===== src/rtl/core_mem_responder.sv =====
// Single-outstanding memory responder: accepts one core load/store, checks
// alignment, runs a word-aligned bus access with a timeout, and returns one
// response pulse carrying extended load data or an error.
module core_mem_responder #(
  parameter int unsigned TIMEOUT_CYCLES = 255
) (
  input  logic        clk,
  input  logic        rst,
  input  logic        req_valid,
  output logic        req_ready,
  input  logic [31:0] req_addr,
  input  logic        req_write,
  input  logic [1:0]  req_size,
  input  logic        req_unsigned,
  input  logic [31:0] req_wdata,
  output logic        rsp_valid,
  output logic [31:0] rsp_rdata,
  output logic        rsp_error,
  output logic        bus_valid,
  output logic [31:0] bus_addr,
  output logic        bus_write,
  output logic [3:0]  bus_wstrb,
  output logic [31:0] bus_wdata,
  input  logic        bus_ready,
  input  logic [31:0] bus_rdata,
  input  logic        bus_error
);

  typedef enum logic [1:0] {
    IDLE     = 2'd0,
    BUS_WAIT = 2'd1,
    RESPOND  = 2'd2
  } state_t;

  // Value of the wait counter in the last bus cycle before a timeout.
  localparam logic [15:0] TO_LAST = 16'(TIMEOUT_CYCLES - 1);

  state_t      state_q, state_d;
  logic [1:0]  lo_q, lo_d;
  logic [1:0]  size_q, size_d;
  logic        uns_q, uns_d;
  logic [15:0] cnt_q, cnt_d;
  logic [31:0] bus_addr_q, bus_addr_d;
  logic        bus_write_q, bus_write_d;
  logic [3:0]  bus_wstrb_q, bus_wstrb_d;
  logic [31:0] bus_wdata_q, bus_wdata_d;
  logic [31:0] rsp_rdata_q, rsp_rdata_d;
  logic        rsp_error_q, rsp_error_d;

  // Misaligned halves/words and the reserved size code never reach the bus.
  function automatic logic is_illegal(input logic [1:0] size, input logic [1:0] lo);
    case (size)
      2'b00:   is_illegal = 1'b0;
      2'b01:   is_illegal = lo[0];
      2'b10:   is_illegal = |lo;
      default: is_illegal = 1'b1;
    endcase
  endfunction

  function automatic logic [3:0] store_strobe(input logic [1:0] size, input logic [1:0] lo);
    case (size)
      2'b00:   store_strobe = 4'b0001 << lo;
      2'b01:   store_strobe = 4'b0011 << lo;
      default: store_strobe = 4'b1111;
    endcase
  endfunction

  // Narrow stores are replicated across lanes so the strobe alone picks the bytes.
  function automatic logic [31:0] store_data(input logic [1:0] size, input logic [31:0] wd);
    case (size)
      2'b00:   store_data = {4{wd[7:0]}};
      2'b01:   store_data = {2{wd[15:0]}};
      default: store_data = wd;
    endcase
  endfunction

  // Lane select followed by sign or zero extension of the loaded value.
  function automatic logic [31:0] extend_load(input logic [31:0] word, input logic [1:0] lo,
                                              input logic [1:0] size, input logic uns);
    logic signed [7:0]  b;
    logic signed [15:0] h;
    case (lo)
      2'd0:    b = word[7:0];
      2'd1:    b = word[15:8];
      2'd2:    b = word[23:16];
      default: b = word[31:24];
    endcase
    h = lo[1] ? word[31:16] : word[15:0];
    case (size)
      2'b00:   extend_load = uns ? {24'd0, b} : 32'(b);
      2'b01:   extend_load = uns ? {16'd0, h} : 32'(h);
      default: extend_load = word;
    endcase
  endfunction

  // Next-state, request capture, bus drive and response formation.
  always_comb begin
    state_d     = state_q;
    lo_d        = lo_q;
    size_d      = size_q;
    uns_d       = uns_q;
    cnt_d       = cnt_q;
    bus_addr_d  = bus_addr_q;
    bus_write_d = bus_write_q;
    bus_wstrb_d = bus_wstrb_q;
    bus_wdata_d = bus_wdata_q;
    rsp_rdata_d = rsp_rdata_q;
    rsp_error_d = rsp_error_q;
    case (state_q)
      IDLE: begin
        if (req_valid) begin
          lo_d   = req_addr[1:0];
          size_d = req_size;
          uns_d  = req_unsigned;
          cnt_d  = 16'd0;
          if (is_illegal(req_size, req_addr[1:0])) begin
            state_d     = RESPOND;
            rsp_error_d = 1'b1;
            rsp_rdata_d = 32'd0;
          end else begin
            state_d     = BUS_WAIT;
            bus_addr_d  = {req_addr[31:2], 2'b00};
            bus_write_d = req_write;
            bus_wstrb_d = req_write ? store_strobe(req_size, req_addr[1:0]) : 4'b0000;
            bus_wdata_d = store_data(req_size, req_wdata);
            rsp_error_d = 1'b0;
            rsp_rdata_d = 32'd0;
          end
        end
      end
      BUS_WAIT: begin
        if (bus_ready) begin
          state_d     = RESPOND;
          rsp_error_d = bus_error;
          rsp_rdata_d = (bus_error || bus_write_q) ? 32'd0
                                                   : extend_load(bus_rdata, lo_q, size_q, uns_q);
        end else if (cnt_q == TO_LAST) begin
          state_d     = RESPOND;
          rsp_error_d = 1'b1;
          rsp_rdata_d = 32'd0;
        end else begin
          cnt_d = cnt_q + 16'd1;
        end
      end
      RESPOND: state_d = IDLE;
      default: state_d = IDLE;
    endcase
  end

  // State and datapath registers; reset abandons any transaction in flight.
  always_ff @(posedge clk) begin
    if (rst) begin
      state_q     <= IDLE;
      lo_q        <= 2'd0;
      size_q      <= 2'd0;
      uns_q       <= 1'b0;
      cnt_q       <= 16'd0;
      bus_addr_q  <= 32'd0;
      bus_write_q <= 1'b0;
      bus_wstrb_q <= 4'd0;
      bus_wdata_q <= 32'd0;
      rsp_rdata_q <= 32'd0;
      rsp_error_q <= 1'b0;
    end else begin
      state_q     <= state_d;
      lo_q        <= lo_d;
      size_q      <= size_d;
      uns_q       <= uns_d;
      cnt_q       <= cnt_d;
      bus_addr_q  <= bus_addr_d;
      bus_write_q <= bus_write_d;
      bus_wstrb_q <= bus_wstrb_d;
      bus_wdata_q <= bus_wdata_d;
      rsp_rdata_q <= rsp_rdata_d;
      rsp_error_q <= rsp_error_d;
    end
  end

  assign req_ready = (state_q == IDLE) && !rst;
  assign bus_valid = (state_q == BUS_WAIT);
  assign rsp_valid = (state_q == RESPOND);
  assign bus_addr  = bus_addr_q;
  assign bus_write = bus_write_q;
  assign bus_wstrb = bus_wstrb_q;
  assign bus_wdata = bus_wdata_q;
  assign rsp_rdata = rsp_rdata_q;
  assign rsp_error = rsp_error_q;

endmodule


===== config.mk =====
export PLATFORM = sky130hd
export DESIGN_NAME = core_mem_responder
export DESIGN_NICKNAME = d
export VERILOG_FILES = /design/src/rtl/core_mem_responder.sv
export SDC_FILE = /design/constraint.sdc
export NUM_CORES = 1
export LEC_CHECK = 0
export BUFFER_PORTS_ARGS = -buffer_cell sky130_fd_sc_hd__buf_2
export CAP_MARGIN = 15
export CORE_MARGIN = 5
export CORE_UTILIZATION = 41
export CTS_CLUSTER_DIAMETER = 80
export DETAILED_ROUTE_END_ITERATION = 10
export PLACE_DENSITY_LB_ADDON = 0.05
export SYNTH_ARGS = -nofsm -noshare
export SYNTH_HDL_FRONTEND = slang
export SYNTH_SLANG_ARGS = --single-unit

===== constraint.sdc =====
create_clock -name clk -period 1.8 [get_ports clk]
set_input_delay 0.18 -clock clk [delete_from_list [all_inputs] [get_ports clk]]
set_output_delay 0.18 -clock clk [all_outputs]
set_load 0.01 [all_outputs]

==> metrics, run 1 <==
xor/xnor share of the synthesized area 0.0125; r2r worst-path depth 8; CP peak stage delay 0.32 ns; initial antenna violation count 1; Synth Area in Simple Gates 0.215; clock slew seen by the registers of the worst setup and hold paths 0.05 ns; WP depth 8; VDD IR max 626 µV; P&R area growth vs syn 44.6%; DR DRC count 0; CTS tree yes; Post-synth EDFFs 0; power share of the sequential group 0.383; RSZ-0062 raised after global routing true; Lkg Pwr 3.73 nW; Top FF cell, synth dfxtp_1; register area share after synthesis 0.439; most area-hungry cell type in the Yosys netlist dfxtp_1; origin of the worst min-delay path req_addr[16]; Die Area 16100 µm²; largest net degree at the start of global routing 54; Seq. cell area 2470 µm²; hold crit path type in2reg; IO Count 210; PD cells 937 nW/µm²; Comb power frac 0.151; Crit Path Class reg2reg; Bufs and invs on worst path 2; Post-Syn Area per Cell 8.34 µm²; CP Cell Sequence inv_2, ha_2, and4b_1, nand4b_4, a21boi_4, nor2_4, buf_12, a211o_1; clock latency on the worst-skew pair 0.41 ns; DR iter-0 viols 339; RR Endpoint rsp_rdata[8]; layout filler cell count 1229; # diodes 0; fin. max-slew vios 0; status completed; Cells after Synth 672; vias post-DR 5863; data arrival time of the critical path 2.03 ns; main area contributors after synthesis dfxtp_1 44%, nand2_1 10%, a21oi_1 5.7%; CP max stage cell dfxtp_2; Slew @ Worst Pin 0.553 ns; switch share 0.260; data required time of the worst path 2.10 ns; critical path startpoint category flip-flop; area of the multi-input gates 2930 µm²; Area after DPL 7060 µm²; post-route ant nets 0; core area 13300 µm²; TritonRoute pass-1 iters 5; GRT Total Usage 0.220; setup violators final 0; post-layout min period 1.74 ns; Max Cap Viol 0; Die Width 127 µm; first-pass GRT wire length 28800 µm; total CTS buffers 17; Sink Count 123; # rows 42; number of nets in the layout 1034; Final Hold Fails 0; origin of the worst setup path cnt_q[0]; Worst setup EP type flip-flop; fmax 576 MHz; Slew headroom 0.632; vias in the first global route 5882; Int Pwr 5.62 mW; post-synthesis compound-gate area fraction 0.212; Yosys warnings 0; NetSw 1.97 mW; Synth top area share 0.439; Yosys cell types 56; Port Buffers 207; Reg2Reg Setup Slack 0.06 ns; gr ovfl total 0; area share of fa/ha/maj cells after synthesis 0.00447; share of total power in the clock network 0.466; DR vias/cell 5.25; Die H 127 µm; Critical R2R Launch cnt_q[0]; mux contribution to synthesized area 0.0668; routed len/inst 16.4 µm; Worst Skew 0.00538 ns; fin crit share 0.964; Critical Path End rsp_rdata[8]; Root Driver clkbuf_16; Initial Util 0.420; Clock Path Buffers 2; htree depth 4; share of post-route cells with drive strength above 1 0.341; async set or reset register ratio after synthesis 0; Final Core Density 0.607; Seq cells post-synth 123; maximum fanout along the worst path 7; largest family of logic cells by synthesized area simple AND/OR/NAND/NOR gates; drt total wl 18300 µm; Post-Syn Area 5600 µm²; Non-Filler Cell Area, Final 8100 µm²; Routability Congestion 0.873; CP top delay family compound AO/OA/AOI/OAI gates; dpl hpwl 12700 µm
per-layer routing:
metal  GRT usage  routed length [µm]  share of wire
met2       0.371                9110           0.50
met1       0.259                7430           0.41
met4      0.0890                 393          0.022
met5           0                  13        0.00071
met3      0.0689                1320          0.072
area by class of cell:
cell class,count,area share
tap,176,0.0272
sequential,123,0.304
timing repair buffer,285,0.223
multi-input combinational,485,0.362
clock buffer,19,0.0559
clock inverter,13,0.0208
inverter,15,0.00695
worst min path at each step:
stage                   endpoint  slack [ns]  depth (start not counted)
finish              bus_addr[16]        0.02                          3
global route        bus_addr[16]       0.007                          3
detailed placement  bus_addr[23]        0.43                          3
floorplan                  uns_q        0.32                          2
CTS                 bus_addr[16]      0.0007                          3
global placement    bus_addr[31]        0.42                          3
cell usage in the layout, fill, tap and decap left out, drive strengths merged, types with 3 or more instances in the layout:
cell,n
o22ai,10
o21ai,20
or3,3
buf,256
xor2,8
a22o,23
clkinv,9
a211o,7
a21oi,65
inv,15
nand2b,19
bufinv,3
and2,9
nand2,151
nor2b,3
nand4b,3
a311oi,8
mux2,7
clkbuf,22
a221oi,7
mux2i,25
a211oi,10
dfxtp,123
and3,3
or4,4
o211ai,14
nor2,44
nand3,12
dlygate4sd3,26
nand4,4
synth_stat cells (4+ instances only):
library cell and count:
inv_1 15, nand3_1 12, buf_2 12, dfxtp_1 123
clkbuf_1 31, nand2_1 151, nor2_1 43, a211o_1 7
o21ai_0 19, a21oi_1 64, mux2_2 7, xor2_1 8
o22ai_1 10, mux2i_1 25, nand4_1 4, a22o_1 23
a311oi_1 8, a221oi_1 7, nand2b_1 19, a211oi_1 10
and2_1 9, o211ai_1 14
kinds of logic (layout without fill, tap and decap cells):
logic type	count (synthesis)	after routing
other	1	2
DFF	123	123
and+or+nand+nor	262	262
xor gates and xnor gates	8	8
buffers and inverters	65	332
adders and majority gates	2	2
muxes	34	34
AOI/OAI and AO/OA	177	177
sequential cells by signal, indices dropped and copies added, names as in the netlist:
signal / count
bus_addr: 30
bus_wdata: 32
bus_write: 1
bus_wstrb: 4
cnt_q: 16
lo_q: 2
rsp_error: 1
rsp_rdata: 32
size_q: 2
state_q: 2
uns_q: 1
power by group through the flow:
stage	Clock [mW]	Combinational (mW)	Sequential, mW
global route	3.75	1.25	2.92
global placement	0	1.02	2.96
CTS	3.61	1.09	2.91
finish	3.54	1.15	2.91
floorplan	0	0.521	3.01
detailed placement	0	1.04	2.96
worst reg2reg max path, delay by kind of cell, from the launching register on:
family | cells | cell delay, ns
DFF | 1 | 0.32
and+or+nand+nor | 3 | 0.47
adders and majority gates | 1 | 0.16
AOI/OAI and AO/OA | 2 | 0.48
buffers and inverters | 2 | 0.19
through the flow:
step	setup WS, ns	cells	hold WS, ns	total power, mW	setup TNS [ns]
after floorplan	0.0351	673	0.316	3.53	0
after global placement	0.0279	1053	0.420	3.98	0
after detailed placement	0.0178	1053	0.427	4.01	0
after CTS	0.0159	1111	0.000720	7.60	0
after global routing	-0.00782	1116	0.00721	7.93	-0.0157
final	0.0643	1116	0.0153	7.59	0
what timing repair did:
item	CTS	global route
hold buffers	26	0
gates resized for setup	1	16
pin swaps	0	5
gates cloned	0	3
endpoints found under the setup margin	1	52
buffers inserted	0	2
hold endpoints to repair	26	0
No activity file was read; power rests on OpenSTA's default activity.
==> run 2, diff against run 1 <==
--- a/config.mk
+++ b/config.mk
@@ -5,6 +5,7 @@
 export SDC_FILE = /design/constraint.sdc
 export NUM_CORES = 1
 export LEC_CHECK = 0
+export ABC_AREA = 1
 export BUFFER_PORTS_ARGS = -buffer_cell sky130_fd_sc_hd__buf_2
 export CAP_MARGIN = 15
 export CORE_MARGIN = 5
==> run 2 against run 1 <==
Effect of this change: area after synthesis grew 6.8%; hold slack lost 0.010 ns; synthesized cell count grew 33%; worst setup slack gained 0.048 ns; largest cell class unchanged; largest power group unchanged; highest routed layer unchanged.
==> metrics, run 2 <==
core area 14400 µm² (+8.1%); top-count cell post-synth nand2_1; critical path startpoint category flip-flop; share of post-route cells with drive strength above 1 0.275 (-0.0660); share of total power in the clock network 0.451 (-0.015); Clock Path Buffers 2 (unchanged); Critical R2R Launch cnt_q[0]; Comb power frac 0.163 (+0.012); hold crit path type in2reg; post-layout min period 1.69 ns (-0.0475 ns); hold path depth 3 (unchanged); sum of negative setup slack 0 ns (unchanged); VDD IR max 679 µV (+8.4%); htree depth 4 (unchanged); dpl hpwl 13500 µm (+6.7%); vias in the first global route 5970 (+1.5%); hold endpoint bus_addr[21]; NetSw 2.21 mW (+12%); first-pass GRT wire length 29400 µm (+2.2%); setup bufs post-CTS 0 (unchanged); Max Cap Viol 0 (unchanged); vias post-DR 6345 (+8.2%); Seq. cell area 2460 µm² (-0.10%); Yosys cell types 35 (-38%); commonest non-fill, non-tap cell in the layout buf_2; setup violators final 0 (unchanged); Slew headroom 0.572 (-0.0599); fin crit share 0.938 (-0.0264); placed cell count 1260 (+20%); drt total wl 18700 µm (+2.5%); CTS tree yes; Yosys warnings 0 (unchanged); RR Endpoint rsp_rdata[20]; fin. max-slew vios 0 (unchanged); data arrival time of the critical path 1.51 ns (-0.52 ns); Post-synth EDFFs 0 (unchanged); pre-CTS WS 0.171 ns (+0.154 ns); synth cell count leaders 201 x nand2_1, 161 x nor2_1, 123 x dfxtp_1, 105 x a21oi_1, 83 x o21ai_0; Worst Skew 0.0131 ns (+0.00771 ns); Die Width 131 µm (+3.1%); r2r worst-path depth 10 (+2); Worst setup EP type output port; Post-Syn Area per Cell 6.70 µm² (-20%); post-route ant nets 0 (unchanged); Int Pwr 5.44 mW (-3.1%); number of nets in the layout 1212 (+17%); Cells after Synth 893 (+33%); clock slew seen by the registers of the worst setup and hold paths 0.06 ns (about the same); DR iter-0 viols 403 (+19%); Reg2Reg Setup Slack 0.21 ns (+0.15 ns); power share of the sequential group 0.386 (+0.003); # rows 44 (+4.8%); Port Buffers 207 (unchanged); data required time of the worst path 1.62 ns (-0.48 ns); Die H 131 µm (+3.1%); Routability Congestion 0.882 (+1.0%); origin of the worst min-delay path req_addr[21]; register area share after synthesis 0.412 (-0.0278); Crit Path Class reg2out; area of the multi-input gates 3050 µm² (+3.8%); largest net degree at the start of global routing 79 (+46%); async set or reset register ratio after synthesis 0 (unchanged); PD cells 966 nW/µm² (+3.2%); maximum fanout along the worst path 8 (+1); Sink Count 123 (unchanged); RSZ-0062 raised after global routing false; # diodes 0 (unchanged); Post-Syn Area 5980 µm² (+6.8%); clock latency on the worst-skew pair 0.42 ns (about the same); most area-hungry cell type in the Yosys netlist dfxtp_1; setup slack after layout 0.112 ns (+0.0475 ns); TritonRoute pass-1 iters 5 (unchanged); P&R area growth vs syn 32.5%; initial antenna violation count 1 (unchanged); Tot Pwr 7.66 mW (+0.91%); Die Area 17100 µm² (+6.2%); Synth top area share 0.412 (-0.0278); fmax 592 MHz (+2.8%); routed len/inst 14.4 µm (-12%); status completed; DR DRC count 0 (unchanged); gr ovfl total 0 (unchanged); Initial Util 0.415 (-0.00504); layout filler cell count 1496 (+22%); Top FF cell, synth dfxtp_1; switch share 0.289 (+0.0293); Slew @ Worst Pin 0.638 ns (+0.0856 ns); Seq cells post-synth 123 (unchanged); Final Hold Fails 0 (unchanged); Non-Filler Instances 1302 (+17%); Lkg Pwr 3.76 nW (+0.86%); main area contributors after synthesis dfxtp_1 41%, nand2_1 13%, nor2_1 10%; IO Count 210 (unchanged); total CTS buffers 17 (unchanged); Root Driver clkbuf_16; commonest cells after routing, fill and taps aside 207 x buf_2, 201 x nand2_1, 161 x nor2_1; DR vias/cell 4.87 (-7.2%); GRT Total Usage 0.218 (-0.00160)
-- run 2: power by group through the flow --
stage | registers [mW] | logic, mW | clock network (mW)
floorplan | 3.06 | 0.707 | 0
global placement | 3.01 | 1.24 | 0
detailed placement | 3.01 | 1.24 | 0
CTS | 2.96 | 1.26 | 3.52
global route | 2.98 | 1.40 | 3.65
finish | 2.96 | 1.25 | 3.45
-- run 2: kinds of logic after synthesis --
family	count (synthesis)	share of synthesized area
buffers and inverters	107	0.0801
and+or+nand+nor	456	0.322
xor gates and xnor gates	5	0.00732
adders and majority gates	2	0.00418
AOI/OAI and AO/OA	199	0.174
other	1	0.000627
DFF	123	0.412
-- run 2: what timing repair did --
action / in CTS / in global routing
endpoints found under the setup margin: 0 / 1
hold endpoints to repair: 10 / 0
resized for setup: 0 / 1
hold buffers: 10 / 0
-- run 2: metal layers --
metal	GRT usage	share of wire	vias up
met5	0	0.00069	-
met4	0.0623	0.014	2
met3	0.0683	0.071	25
met2	0.344	0.45	179
met1	0.288	0.46	2822
li1	-	-	3317
-- run 2: worst max-delay path, cell delays in order (launching register included) --
cell	delay, ns
dfxtp_1	0.41
nand2_2	0.19
inv_2	0.15
buf_4	0.18
buf_2	0.14
-- run 2: cell type report --
| type | instances | share of cell area |
|---|---|---|
| multi-input cells | 664 | 0.384 |
| repair buffers | 243 | 0.174 |
| inverters | 56 | 0.0265 |
| clock buffers | 18 | 0.0554 |
| clock inverters | 14 | 0.0197 |
| well taps | 184 | 0.0290 |
| flip-flops and latches | 123 | 0.311 |
-- run 2: worst max path at each step --
| stage | startpoint | slack, ns | endpoint |
|---|---|---|---|
| 3_3_place_gp | lo_q[1] | 0.20 | rsp_rdata[29] |
| 5_1_grt | state_q[0] | 0.008 | bus_wstrb[1] |
| 4_1_cts | state_q[0] | 0.11 | bus_valid |
| 2_1_floorplan | cnt_q[0] | 0.31 | rsp_rdata[27] |
| 3_5_place_dp | lo_q[1] | 0.17 | rsp_rdata[23] |
| 6_report | state_q[0] | 0.11 | bus_valid |
-- run 2: stage by stage --
step	area (µm²)	utilization	hold WS, ns
global placement	7230	0.501	0.428
finish	7930	0.550	0.00495
global route	7930	0.550	0.00602
detailed placement	7230	0.501	0.437
CTS	7930	0.549	0.000313
floorplan	5990	-	0.345
==> run 3, diff against run 2 <==
--- a/config.mk
+++ b/config.mk
@@ -13,6 +13,7 @@
 export CTS_CLUSTER_DIAMETER = 80
 export DETAILED_ROUTE_END_ITERATION = 10
 export PLACE_DENSITY_LB_ADDON = 0.05
+export RECOVER_POWER = 25
 export SYNTH_ARGS = -nofsm -noshare
 export SYNTH_HDL_FRONTEND = slang
 export SYNTH_SLANG_ARGS = --single-unit
==> run 3 against run 2 <==
Effect of this change: sequential power barely moved; non-clock buffer count did not move; clock power barely moved; sequential cell count did not move; clock-buffer cell count did not move; register-to-register slack barely moved; wire length fell by 0.14%; hold slack barely moved; first-iteration DRC count rose by 8.2%; sequential share of layout area rose by 0.28 points.
==> metrics, run 3 (synthesis results as in run 2) <==
first-pass GRT wire length 29400 µm (unchanged); Sink Count 123 (unchanged); Die H 131 µm (unchanged); Root Driver clkbuf_16; # rows 44 (unchanged); Max Cap Viol 0 (unchanged); Final Hold Fails 0 (unchanged); post-layout min period 1.69 ns (+0.000668 ns); Worst Skew 0.0133 ns (+0.000216 ns); share of post-route cells with drive strength above 1 0.225 (-0.0501); Bufs and invs on worst path 3 (unchanged); status completed; CP Cell Sequence nand2_2, inv_2, buf_4, buf_2; Initial Util 0.415 (unchanged); # diodes 0 (unchanged); Slew headroom 0.569 (-0.00297); DR vias/cell 4.88 (about the same); VDD IR max 680 µV (+0.13%); routed len/inst 14.4 µm (-0.14%); CP max stage cell dfxtp_1; fin crit share 0.938 (about the same); setup bufs post-CTS 0 (unchanged); dpl hpwl 13500 µm (unchanged); critical path startpoint category flip-flop; setup violators final 0 (unchanged); Clock Path Buffers 2 (unchanged); Slew @ Worst Pin 0.643 ns (+0.00443 ns); Lkg Pwr 3.53 nW (-6.2%); IO Count 210 (unchanged); GRT Total Usage 0.218 (unchanged); DR DRC count 0 (unchanged); largest net degree at the start of global routing 79 (unchanged); CTS tree yes; hold crit path type in2reg; data arrival time of the critical path 1.51 ns (about the same); P&R area growth vs syn 31.3%; initial antenna violation count 1 (unchanged); fmax 592 MHz (about the same); Final Core Density 0.545 (-0.00486); Routability Congestion 0.882 (unchanged); core area 14400 µm² (unchanged); CP peak stage delay 0.41 ns (about the same); Non-Filler Cell Area, Final 7860 µm² (-0.88%); TritonRoute pass-1 iters 5 (unchanged); fin. max-slew vios 0 (unchanged); commonest non-fill, non-tap cell in the layout nand2_1; sum of negative setup slack 0 ns (unchanged); total CTS buffers 17 (unchanged); Worst setup EP type output port; commonest cells after routing, fill and taps aside 201 x nand2_1, 161 x nor2_1, 151 x buf_2; maximum fanout along the worst path 8 (unchanged); clock latency on the worst-skew pair 0.42 ns (about the same); Area after DPL 7230 µm² (unchanged); Port Buffers 207 (unchanged); clock slew seen by the registers of the worst setup and hold paths 0.06 ns (about the same); data required time of the worst path 1.62 ns (about the same); RSZ-0062 raised after global routing false; drt total wl 18700 µm (-0.14%); Die Width 131 µm (unchanged); vias in the first global route 5970 (unchanged); post-route ant nets 0 (unchanged); PD cells 973 nW/µm² (+0.70%); CP top delay family buffers and inverters; Crit Path Class reg2out; Die Area 17100 µm² (unchanged); number of nets in the layout 1212 (unchanged); htree depth 4 (unchanged); gr ovfl total 0 (unchanged); DR iter-0 viols 436 (+8.2%); vias post-DR 6348 (+0.047%)
-- run 3: cell types whose count changed in the layout (fill, tap and decap cells not counted) --
cell	previous run	this run
clkbuf_1	0	56
buf_2	207	151
-- run 3: worst paths after layout --
check	end	depth (start not counted)	start	slack, ns
worst max-delay path	bus_valid	4	state_q[0]	0.11
worst min register to register	rsp_rdata[17]	2	rsp_rdata[17]	0.46
worst min-delay path	bus_addr[21]	3	req_addr[21]	0.005
worst max register to register	rsp_rdata[20]	10	cnt_q[0]	0.22
-- run 3: where the power goes --
part | total [mW] | switching (mW) | internal [mW]
sequential | 2.96 | 0.0884 | 2.87
clock | 3.45 | 1.36 | 2.10
combinational | 1.23 | 0.774 | 0.457
-- run 3: area by class of cell --
class	instances	area, µm²
fill	1534	6570
multi-input combinational	664	3050
sequential	123	2460
timing repair buffer	243	1310
clock buffer	18	439
tap	184	230
inverter	56	210
clock inverter	14	156
-- run 3: layer usage --
metal / vias to the layer above / global-route usage / share of wire
li1: 3318 / - / -
met1: 2813 / 0.288 / 0.46
met2: 190 / 0.344 / 0.45
met3: 25 / 0.0683 / 0.074
met4: 2 / 0.0623 / 0.015
met5: - / 0 / 0.00070
-- run 3: metrics by stage --
stage	instances	power [mW]	hold WS [ns]	setup WS (ns)
after global routing	1302	8.01	0.00602	0.00835
after detailed placement	1260	4.25	0.437	0.171
final	1302	7.64	0.00506	0.111
after CTS	1302	7.74	0.000313	0.105
after global placement	1260	4.26	0.428	0.197
after floorplan	894	3.77	0.345	0.314
-- run 3: timing repair --
item / 4_1_cts / 5_1_grt
hold endpoints to repair: 10 / 0
hold buffers: 10 / 0
endpoints found under the setup margin: 0 / 1
gates resized for setup: 0 / 1
-- run 3: tightest hold or removal path, cell delays in order --
cell     delay (ns)
buf_2          0.07
o21ai_0        0.07
nor2_1         0.08
